## config.mk

```make
export PLATFORM = sky130hd
export DESIGN_NAME = counter_sequencer_flat
export DESIGN_NICKNAME = d
export VERILOG_FILES = /design/src/rtl/cnt_seq_pkg.sv /design/src/rtl/counter_sequencer_if.sv /design/src/rtl/rr_arb2.sv /design/src/rtl/counter_sequencer.sv /design/src/flat_wrapper.sv
export SDC_FILE = /design/constraint.sdc
export NUM_CORES = 1
export LEC_CHECK = 0
export CAP_MARGIN = 20
export CELL_PAD_IN_SITES_DETAIL_PLACEMENT = 0
export CELL_PAD_IN_SITES_GLOBAL_PLACEMENT = 2
export CORE_AREA = 2 2 65 67
export CTS_BUF_LIST = sky130_fd_sc_hd__clkbuf_16
export DETAILED_ROUTE_END_ITERATION = 7
export DIE_AREA = 0 0 67 69
export DONT_BUFFER_PORTS = 1
export PLACE_DENSITY = 0.8
export SLEW_MARGIN = 20
export SYNTH_ARGS = -nofsm -noshare
export SYNTH_HDL_FRONTEND = slang
export SYNTH_SLANG_ARGS = --single-unit
```

## constraint.sdc

```tcl
create_clock -name i_clk -period 1.3 [get_ports i_clk]
set_input_delay 0.13 -clock i_clk [delete_from_list [all_inputs] [get_ports i_clk]]
set_output_delay 0.13 -clock i_clk [all_outputs]
set_load 0.005 [all_outputs]
```

## src/rtl/cnt_seq_pkg.sv

```systemverilog
// Shared encodings for the counter sequencer: FSM state codes and direction values.
package cnt_seq_pkg;

  typedef enum logic [1:0] {
    S_IDLE = 2'd0,
    S_RUN  = 2'd1,
    S_DONE = 2'd2
  } state_t;

  localparam logic DIR_UP   = 1'b1;
  localparam logic DIR_DOWN = 1'b0;

endpackage

```

## src/rtl/counter_sequencer_if.sv

```systemverilog
// Requester-side command bus of the counter sequencer: req/dir/len in, grant and done out.
interface counter_sequencer_if #(
    parameter int L = 8
);
    logic [1:0]   i_req;
    logic [1:0]   i_dir;
    logic [L-1:0] i_len0;
    logic [L-1:0] i_len1;
    logic [1:0]   o_gnt;
    logic [1:0]   o_done;

    modport master (output i_req, i_dir, i_len0, i_len1, input  o_gnt, o_done);
    modport slave  (input  i_req, i_dir, i_len0, i_len1, output o_gnt, o_done);
endinterface

```

## src/rtl/rr_arb2.sv

```systemverilog
// Two-way round-robin arbiter; the pointer register names the favoured requester
// and is loaded from i_ptr whenever i_upd strobes.
module rr_arb2 (
    input  logic       i_clk,
    input  logic       i_rst_n,
    input  logic [1:0] i_req,
    input  logic       i_ptr,
    input  logic       i_upd,
    output logic [1:0] o_gnt
);

    logic ptr_q;
    logic ptr_d;

    assign ptr_d = i_upd ? i_ptr : ptr_q;

    always_ff @(posedge i_clk or negedge i_rst_n) begin
        if (!i_rst_n) ptr_q <= 1'b0;
        else          ptr_q <= ptr_d;
    end

    // NOTE: o_gnt gets a default before the conditional so no path leaves it unassigned (no latch).
    always_comb begin
        o_gnt = i_req;
        if (&i_req) o_gnt = ptr_q ? 2'b10 : 2'b01;
    end

endmodule

```

## src/rtl/counter_sequencer.sv

```systemverilog
// Round-robin sequencer driving a shared mod-N up/down counter, with a shadow position.
// Optional run abort is compiled in with `define CNT_SEQ_ABORT_EN.
module counter_sequencer
    import cnt_seq_pkg::*;
#(
    parameter int N = 7,
    parameter int K = 3,
    parameter int L = 8
) (
    input  logic                i_clk,
    input  logic                i_rst_n,
    counter_sequencer_if.slave  bus,
    input  logic                i_abort,
    output logic                o_cnt_en,
    output logic                o_cnt_up_down,
    output logic [K-1:0]        o_pos,
    output logic                o_busy
);

    state_t       state_q;
    logic         owner_q;
    logic         dir_q;
    logic [L-1:0] rem_q;
    logic [K-1:0] pos_q;
    logic [1:0]   done_q;

    logic [1:0]   arb_gnt;
    logic         accept;
    logic         req_owner;
    logic [L-1:0] req_len;
    logic         run_last;
    logic [K-1:0] pos_d;

    rr_arb2 u_arb (
        .i_clk   (i_clk),
        .i_rst_n (i_rst_n),
        .i_req   (bus.i_req),
        .i_ptr   (~owner_q),
        .i_upd   (state_q == S_DONE),
        .o_gnt   (arb_gnt)
    );

    assign req_owner = arb_gnt[1];
    assign req_len   = req_owner ? bus.i_len1 : bus.i_len0;
    assign accept    = (state_q == S_IDLE) && |(bus.i_req & arb_gnt);

`ifdef CNT_SEQ_ABORT_EN
    assign run_last = (rem_q == L'(1)) || i_abort;
`else
    logic unused_abort;
    assign unused_abort = i_abort;
    assign run_last     = (rem_q == L'(1));
`endif

    // Same wrap rule as the driven counter: compare first, then step in K bits.
    always_comb begin
        if (dir_q == DIR_UP) pos_d = (pos_q == K'(N - 1)) ? '0 : pos_q + K'(1);
        else                 pos_d = (pos_q == '0) ? K'(N - 1) : pos_q - K'(1);
    end

    // NOTE: all state lives in one clocked block with non-blocking assignments only.
    always_ff @(posedge i_clk or negedge i_rst_n) begin
        if (!i_rst_n) begin
            state_q <= S_IDLE;
            owner_q <= 1'b0;
            dir_q   <= DIR_DOWN;
            rem_q   <= '0;
            pos_q   <= '0;
            done_q  <= '0;
        end else begin
            done_q <= '0;
            case (state_q)
                S_IDLE: begin
                    if (accept) begin
                        owner_q <= req_owner;
                        dir_q   <= bus.i_dir[req_owner];
                        rem_q   <= req_len;
                        if (req_len == '0) begin
                            state_q <= S_DONE;
                            done_q  <= {req_owner, ~req_owner};
                        end else begin
                            state_q <= S_RUN;
                        end
                    end
                end
                S_RUN: begin
                    pos_q <= pos_d;
                    rem_q <= rem_q - L'(1);
                    if (run_last) begin
                        state_q <= S_DONE;
                        done_q  <= {owner_q, ~owner_q};
                    end
                end
                S_DONE:  state_q <= S_IDLE;
                default: state_q <= S_IDLE;
            endcase
        end
    end

    // Decoded straight from the state register so reset drops the enable asynchronously.
    assign o_cnt_en      = (state_q == S_RUN);
    assign o_cnt_up_down = (state_q == S_RUN) && dir_q;
    assign o_busy        = (state_q != S_IDLE);
    assign o_pos         = pos_q;
    assign bus.o_gnt     = (state_q == S_IDLE) ? arb_gnt : 2'b00;
    assign bus.o_done    = done_q;

endmodule

```

## src/flat_wrapper.sv

```systemverilog
// flat-port wrapper written by rule: the top's interface ports become plain ports
module counter_sequencer_flat import cnt_seq_pkg::*;
#(
    parameter int N = 7,
    parameter int K = 3,
    parameter int L = 8
)
  (i_clk, i_rst_n, i_abort, o_cnt_en, o_cnt_up_down, o_pos, o_busy, bus_i_req, bus_i_dir, bus_i_len0, bus_i_len1, bus_o_gnt, bus_o_done);
  counter_sequencer_if #(.L(L)) bus_i ();
  input  logic i_clk;
  input  logic i_rst_n;
  input  logic i_abort;
  output logic o_cnt_en;
  output logic o_cnt_up_down;
  output logic [K-1:0] o_pos;
  output logic o_busy;
  input wire logic [$bits(bus_i.i_req)-1:0] bus_i_req;
  input wire logic [$bits(bus_i.i_dir)-1:0] bus_i_dir;
  input wire logic [$bits(bus_i.i_len0)-1:0] bus_i_len0;
  input wire logic [$bits(bus_i.i_len1)-1:0] bus_i_len1;
  output wire logic [$bits(bus_i.o_gnt)-1:0] bus_o_gnt;
  output wire logic [$bits(bus_i.o_done)-1:0] bus_o_done;
  assign bus_i.i_req = bus_i_req;
  assign bus_i.i_dir = bus_i_dir;
  assign bus_i.i_len0 = bus_i_len0;
  assign bus_i.i_len1 = bus_i_len1;
  assign bus_o_gnt = bus_i.o_gnt;
  assign bus_o_done = bus_i.o_done;
  counter_sequencer #(.N(N), .K(K), .L(L)) u_core (.i_clk(i_clk), .i_rst_n(i_rst_n), .bus(bus_i), .i_abort(i_abort), .o_cnt_en(o_cnt_en), .o_cnt_up_down(o_cnt_up_down), .o_pos(o_pos), .o_busy(o_busy));
endmodule
```

Word level (Yosys, flattened, before mapping)
Cells that the tools add are included.

storage, ports and cells
  output and inout bits = 10
  bits of input ports = 23
  word-level logic and storage cells = 51
  register bits = 18

operators by class
  bitwise logic cells = 3
  add/sub/neg operators = 3
  eq/ne operators = 6
  reduce and logical (&&, ||, !) cells = 12
  multiplexer cells = 19
  order comparisons = 1

operators with widths
  cell                                                        number
  2-to-1 mux 2 bit                                            9
  2-to-1 mux 8 bit                                            2
  one-hot mux 8 bit (2 select lines)                          1
  2-to-1 mux 3 bit                                            3
  equality test 8 x 1 -> 1 bit, second input constant         1
  logical NOT 8 bit                                           1
  one-hot mux 2 bit (2 select lines)                          2
  AND reduction 2 bit                                         4
  subtractor 8 x 1 -> 8 bit, second input constant            1
  != test 2 x 1 -> 1 bit, second input constant               2
  nonzero test 2 bit                                          2
  adder 3 x 1 -> 3 bit, second input constant                 1
  equality test 3 bit, second input constant                  1
  logical NOT 3 bit                                           1
  subtractor 3 x 1 -> 3 bit, second input constant            1
  bitwise AND 2 bit                                           1
  equality test 2 x 1 -> 1 bit, second input constant         1
  equality test 2 bit, second input constant                  1
  logical AND 1 bit                                           2
  logical NOT 2 bit                                           1
  less-than comparator 1 x 2 -> 1 bit, second input constant  1
  2-to-1 mux 1 bit                                            2
  inverter 1 bit                                              2
  OR reduction 2 bit                                          1

Logic depth before layout (Yosys ltp)
Gate-level depths: netlist (run 1).

  depth after elaboration = 7
  gate-level depth with buffers = 7
  gate-level depth less buffers = 6

Hierarchy
A second synthesis (run 1) with hierarchy kept.

unflattened totals
  cell total of the unflattened synthesis = 140
  area, all modules = 1242.4 um^2

by module, submodules not included
  module             area an instance (um^2)  cells each  times used  seq. area each (um^2)
  counter_sequencer  1189.9                   134         1           425.4
  rr_arb2            52.6                     6           1           25.0

Least setup slack after synthesis (run 1)
No wires, ideal clock.

  path type = reg-to-reg
  start = register u_core.u_arb.ptr_q
  end = register u_core.rem_q[2]
  required time = 1.158 ns
  setup slack = 0.023 ns
  clock period less this slack = 1.277 ns
  cell stages (with the launch flop) = 6
  library setup time = 0.142 ns
  path buffers = 1
  arrival time = 1.134 ns
  cell sequence = dfrtp_1 > and2b_1 > nand2b_4 > buf_12 > mux2i_1 > o221ai_1

on the way
  cells in the longest elaborated chain, start to end = 7
  elaborated cells on any way between the ends = 10
  those cells by class = eq/ne (1); mux (5); bitwise (1); reduce/logical (3)

RTL lines
  what                                     line                     RTL
  start, declared                          rr_arb2.sv:12            logic ptr_q;
  start signal, assigned                   rr_arb2.sv:19            else ptr_q <= ptr_d;
  2-to-1 mux 2 bit * (2 in a row)          rr_arb2.sv:25            if (&i_req) o_gnt = ptr_q ? 2'b10 : 2'b01;
  bitwise AND 2 bit                        counter_sequencer.sv:45  assign accept = (state_q == S_IDLE) && |(bus.i_req & arb_gnt);
  OR reduction 2 bit                       counter_sequencer.sv:45
  logical AND 1 bit                        counter_sequencer.sv:45
  != test 2 x 1 -> 1 bit (no source line)  -
  AND reduction 2 bit (no source line)     -
  end signal, assigned                     counter_sequencer.sv:77  rem_q <= req_len;
  end signal, assigned                     counter_sequencer.sv:88  rem_q <= rem_q - L'(1);
  end, declared                            counter_sequencer.sv:23  logic [L-1:0] rem_q;

Mark *: on every way between the ends. The rest lies on a longest branch, timed or not. The select of a mux whose other input is x is not followed.
A chain may end at the register's enable or synchronous reset.

Worst setup path in the final report (run 1)
  start = register u_core.u_arb.ptr_q
  end = output bus_o_gnt[1]

on the way
  cells in the longest elaborated chain, start to end = 3

RTL lines
  what                           line                      RTL
  2-to-1 mux 2 bit (2 in a row)  rr_arb2.sv:25
  2-to-1 mux 2 bit               counter_sequencer.sv:105  assign bus.o_gnt = (state_q == S_IDLE) ? arb_gnt : 2'b00;
  end, declared                  flat_wrapper.sv:21        output wire logic [$bits(bus_i.o_gnt)-1:0] bus_o_gnt;

Every way passes these cells.

==> results of run 1 <==
power by group:
part           switching, mW  leakage (nW)  internal, mW
Combinational           1.11         0.512          1.28
Sequential             0.345         0.212         0.827
Clock                  0.221        0.0385         0.410
sequential cells by signal, indices dropped and copies added (netlist names):
register            count
u_core.u_arb.ptr_q      1
u_core.owner_q          1
u_core.dir_q            1
u_core.state_q          2
u_core.rem_q            8
u_core.bus.o_done       2
u_core.o_pos            3
stage by stage:
stage                     hold WS (ns)  power, mW  setup WS [ns]  utilization (%)  cells
final                           0.0813       4.19         -0.102             43.8    218
after global routing             0.121       4.54         -0.171             43.8    218
after CTS                       0.0797       4.02        -0.0813             41.8    216
after detailed placement        -0.165       3.07        -0.0954             36.4    203
after global placement          -0.165       2.99        -0.0472             36.4    203
after floorplan                 -0.166       2.29         0.0233                -    136
cell usage after synthesis (2+ instances only):
cell       number  area share [%]
nor2_1         13             3.9
o21ai_0         9             3.6
ha_1            7             7.1
inv_1          10             3.0
nand2_1         9             2.7
o2bb2ai_1       2             1.4
buf_2           2            0.81
nor3_1          3             1.2
and2b_1         2             1.2
nor4_1          4             2.0
dfrtp_1        18              36
o221ai_1        2             1.4
o211ai_1        5             3.0
nand4_1         2             1.0
a21oi_1         5             2.0
mux2i_1        10             8.1
a221oi_1        3             2.1
a22o_1          2             1.4
nand3_1         3             1.2
nand2b_1        5             2.5
a211oi_1        2             1.2
cell families after synthesis:
family                   after synthesis  synth area share, %
flip-flops                            18                 36.3
multiplexers                          10                 8.07
buffers and inverters                 15                 6.05
AND/OR/NAND/NOR                       48                 21.3
XOR/XNOR                               1                0.706
AO/OA/AOI/OAI                         37                 20.5
adder cells (fa/ha/maj)                7                 7.06
cells in the final DEF (no fill, tap or decap), types with 2 or more instances in the layout:
master	Yosys	routed
o2bb2ai_2	0	2
o21ai_0	9	5
nand3_1	3	2
buf_4	0	28
o21ai_2	0	2
nor4_1	4	4
o221ai_1	2	2
dfrtp_2	0	2
nand4_1	2	2
a22o_1	2	2
ha_2	0	3
mux2i_1	10	7
dfrtp_1	18	16
inv_1	10	8
nor2_2	0	2
buf_6	0	2
nor3_1	3	2
o211ai_1	5	5
a21oi_1	5	5
inv_2	1	3
o21ai_1	1	3
clkbuf_16	0	3
and2b_2	0	2
nand2b_1	5	4
ha_1	7	4
a221oi_2	0	3
nor2_4	0	2
nor2_1	13	9
mux2i_2	0	2
nand2b_4	1	2
nand2_1	9	9
worst max-delay path: stages, from the launching register on:
cell and delay [ns]:
dfrtp_1 0.35, and2b_2 0.24, nand2b_4 0.20, nor2_4 0.13, buf_6 0.10
repair_timing:
| item | 4_1_cts | 5_1_grt |
|---|---|---|
| setup buffers | 7 | 2 |
| endpoints found under the hold margin | 18 | 0 |
| gates cloned | 1 | 0 |
| pin swaps | 10 | 8 |
| hold buffers | 1 | 0 |
| endpoints found under the setup margin | 15 | 19 |
| resized for setup | 21 | 18 |
path summary, 6_finish.rpt:
path | from | slack, ns | cells after the start | endpoint
min in group asynchronous | i_rst_n | 0.43 | 1 | u_core.o_pos[0]
worst max-delay path | u_core.u_arb.ptr_q | -0.10 | 4 | bus_o_gnt[1]
max in group asynchronous | i_rst_n | 0.28 | 1 | u_core.state_q[0]
worst min-delay path | bus_i_dir[1] | 0.08 | 2 | u_core.dir_q
worst min register to register | u_core.owner_q | 0.50 | 1 | u_core.bus.o_done[0]
worst max register to register | u_core.u_arb.ptr_q | -0.08 | 5 | u_core.state_q[1]
layer usage:
layer	wire, µm	part of all wire (%)	global-route usage, %	vias to the layer above
met3	161	4.8	2.12	5
met2	1650	49	24.9	34
met5	0	0	0	-
met4	70	2.1	7.48	0
met1	1470	44	20.5	569
li1	-	-	-	564
layout make-up:
class | instances | area, µm² | share of cell area (%)
tap | 50 | 62.6 | 3.65
inverter | 11 | 41.3 | 2.41
sequential | 18 | 453 | 26.4
timing repair buffer | 31 | 243 | 14.2
clock inverter | 1 | 3.75 | 0.219
clock buffer | 3 | 75.1 | 4.38
multi-input combinational | 104 | 836 | 48.8
==> metrics, run 1 <==
final WL 3350 µm; final hold vios 0; Total Nets Final 199; H-tree Lvls 1; die footprint 4620 µm²; Crit Path Class reg2out; via count 1,172; worst hold path class in2reg; cell area after synthesis 1240 µm²; Slew HR 42.9%; Worst Setup End Kind primary output; GRT Total Usage 15.6%; main flop type after synthesis dfrtp_1; crit start category flop; failing checks setup timing; # IOs 33; post-route ant nets 0; VDD IR max 0.00103 V; antenna violations before repair 0; leakage 0.763 nW; area delta synth->final 38.2%; largest net degree at the start of global routing 19; Num Clock Sinks 18; Mean Syn Cell Area 9.12 µm²; global-route wire length before repair 5490 µm; num rows 23; GPL Wtd Cong 0.822; clock root buffer clkbuf_16; Mapped Nets 166; Finish-stage setup viols 10; Finished Cell Area 1710 µm²; setup slack after layout -0.102 ns; f_max 713 MHz; RSZ-0062 raised after global routing true; Slew Viols, Final 0; PD cells 2450 nW/µm²; status finished, violations left; post-synth cell types 39; DP HPWL 2480 µm; Die X 67 µm; Max-cap violations 0; slew of the pin with the lowest slew margin 0.854 ns; area of the core 3910 µm²; total CTS buffers 3; CP Max Fanout 6; clock skew 0.00431 ns; DRT Pass-1 Iters 4; Placement Cell Area 1430 µm²; PortBufs 0; WL per Instance 15.4 µm; drt initial violations 26; clk_lat worst skew 0.25 ns; vias in the first global route 1,205; # DRC 0; Post-synth EDFFs 0; register area share after synthesis 36.3%; # fillers 414; Die Ht 69 µm; Critical Path RT 1.17 ns; share of layout cells above drive strength 1 39.3%; Reg clk slew, reported paths 0.05 ns; CP Data Arrival Time 1.27 ns; asr flop ratio synth 100%; global route overflow 0; Final TNS setup -0.415 ns; antenna diode count 0; synth warn 0; CTS tree built; Initial Util 31.7%; Yosys reg bits 18; Clock Path Buffers 2; period utilization 108%; Post-Synthesis Cells 136; Vias/cell 5.38; fin crit period 1.40 ns
No activity file was read; power rests on OpenSTA's default activity.
==> run 2: changes to the inputs <==
--- a/config.mk
+++ b/config.mk
@@ -7,13 +7,13 @@
 export LEC_CHECK = 0
 export CAP_MARGIN = 20
 export CELL_PAD_IN_SITES_DETAIL_PLACEMENT = 0
-export CELL_PAD_IN_SITES_GLOBAL_PLACEMENT = 2
-export CORE_AREA = 2 2 65 67
+export CELL_PAD_IN_SITES_GLOBAL_PLACEMENT = 1
+export CORE_AREA = 2 2 58 60
 export CTS_BUF_LIST = sky130_fd_sc_hd__clkbuf_16
 export DETAILED_ROUTE_END_ITERATION = 7
-export DIE_AREA = 0 0 67 69
+export DIE_AREA = 0 0 60 62
 export DONT_BUFFER_PORTS = 1
-export PLACE_DENSITY = 0.8
+export PLACE_DENSITY = 0.81
 export SLEW_MARGIN = 20
 export SYNTH_ARGS = -nofsm -noshare
 export SYNTH_HDL_FRONTEND = slang
==> metrics, run 2 (same netlist as run 1, synthesis figures left out) <==
status finished, violations left; failing checks setup timing; antenna diode count 0; Worst Setup End Kind primary output; Finish-stage setup viols 10; RSZ-0062 raised after global routing true; Critical Path RT 1.17 ns; drt initial violations 63; PortBufs 0; share of layout cells above drive strength 1 33.3%; RR Startpoint u_core.u_arb.ptr_q; commonest non-fill, non-tap cell in the layout buf_4; global-route wire length before repair 5280 µm; vias in the first global route 1,208; clk_lat worst skew 0.25 ns; GPL Wtd Cong 0.842; num rows 21; Num Clock Sinks 18; fin cells 211; total CTS buffers 3; Die X 60 µm; Crit Path Class reg2out; WHS 0.107 ns; CP Data Arrival Time 1.24 ns; CP Max Fanout 6; Slew Viols, Final 0; final hold vios 0; origin of the worst setup path u_core.u_arb.ptr_q; post-route ant nets 0; Reg with most FFs u_core.rem_q; setup slack after layout -0.0732 ns; Clock Path Buffers 2; Max-cap violations 0; Initial Util 39.0%; worst hold path class in2reg; fin crit period 1.37 ns; VDD IR max 0.00113 V; fin util 52.0%; # DRC 0; Total Nets Final 197; Sequential Power Share 28.8%; die footprint 3720 µm²; H-tree Lvls 1; leakage 0.746 nW; Switching Share 40.0%; Slew HR 42.9%; antenna violations before repair 0; crit start category flop; final WL 3170 µm; Vias/cell 5.36; Hold Path Origin bus_i_dir[1]; f_max 728 MHz; WL per Instance 15.0 µm; clock root buffer clkbuf_16; Reg clk slew, reported paths 0.05 ns; dpl cells 198; Power Internal 2.43 mW; via count 1,131; DRT Pass-1 Iters 4; GRT Total Usage 19.4%; Final TNS setup -0.402 ns; Combinational Power Share 56.0%; Clock Power Share 15.2%; global route overflow 0; period utilization 106%; largest net degree at the start of global routing 19; # IOs 33; clock skew 0.00288 ns; DP HPWL 2370 µm; commonest non-fill, non-tap cells in the layout buf_4, dfrtp_1, nor2_1; CTS tree built; slew of the pin with the lowest slew margin 0.854 ns; area of the core 3180 µm²; Sw Pwr 1.62 mW; # fillers 301; Die Ht 62 µm; area delta synth->final 33.3%; max reg flops 8; PD cells 2450 nW/µm²
==> run 2: cell count changes in the layout (fill, tap and decap cells not counted), moves of 2 or more <==
cell / delta
o21ai_0: +2
ha_2: -2
o2bb2ai_1: +2
o21ai_2: -2
and2b_2: -2
and2b_1: +2
o2bb2ai_2: -2
==> run 2: worst paths after layout <==
kind	slack [ns]	endpoint	cells past startpoint
max reg2reg	-0.06	u_core.state_q[1]	5
min reg2reg	0.49	u_core.bus.o_done[0]	1
max	-0.07	bus_o_gnt[1]	4
max in group asynchronous	0.28	u_core.o_pos[1]	1
min	0.11	u_core.dir_q	2
min in group asynchronous	0.43	u_core.o_pos[2]	1
==> run 2: worst max-delay path, cell delays in order, from the launching register on <==
cell      delay (ns)
dfrtp_1         0.38
and2b_1         0.25
nand2b_4        0.21
nor2_4          0.05
buf_6           0.11
==> run 2: layout make-up <==
type                    instances  area, µm²  area share [%]
inverters                      11       43.8            2.65
clock buffers                   3       75.1            4.54
flip-flops and latches         18        454            27.5
well taps                      46       57.6            3.48
multi-input cells             104        798            48.3
repair buffers                 29        224            13.6
==> run 2: through the flow <==
stage	cell area (µm²)	total power, mW	worst slack [ns]
3_5_place_dp	1410	3.01	-0.0793
5_1_grt	1650	4.38	-0.144
6_report	1650	4.05	-0.0732
2_1_floorplan	1240	2.29	0.0233
3_3_place_gp	1410	2.92	-0.0181
4_1_cts	1590	3.86	-0.0677
==> run 2: what timing repair did <==
item,in CTS,in global routing
pin swaps,6,2
cloned,1,0
gates resized for setup,13,14
hold buffers,1,0
buffers inserted,4,4
hold endpoints to repair,18,0
endpoints found under the setup margin,12,19
==> run 2: power groups by stage <==
stage / Sequential, mW / Clock [mW] / Combinational, mW
detailed placement: 1.13 / 0 / 1.88
CTS: 1.14 / 0.619 / 2.10
finish: 1.17 / 0.616 / 2.27
global placement: 1.12 / 0 / 1.80
global route: 1.20 / 0.637 / 2.53
floorplan: 1.08 / 0 / 1.22
==> run 2: routing by layer <==
layer | share of wire, % | vias to the layer above | global-route usage [%]
li1 | - | 561 | -
met1 | 43 | 528 | 23.6
met2 | 50 | 38 | 34.9
met3 | 4.6 | 4 | 1.66
met4 | 2.1 | 0 | 8.89
met5 | 0 | - | 0
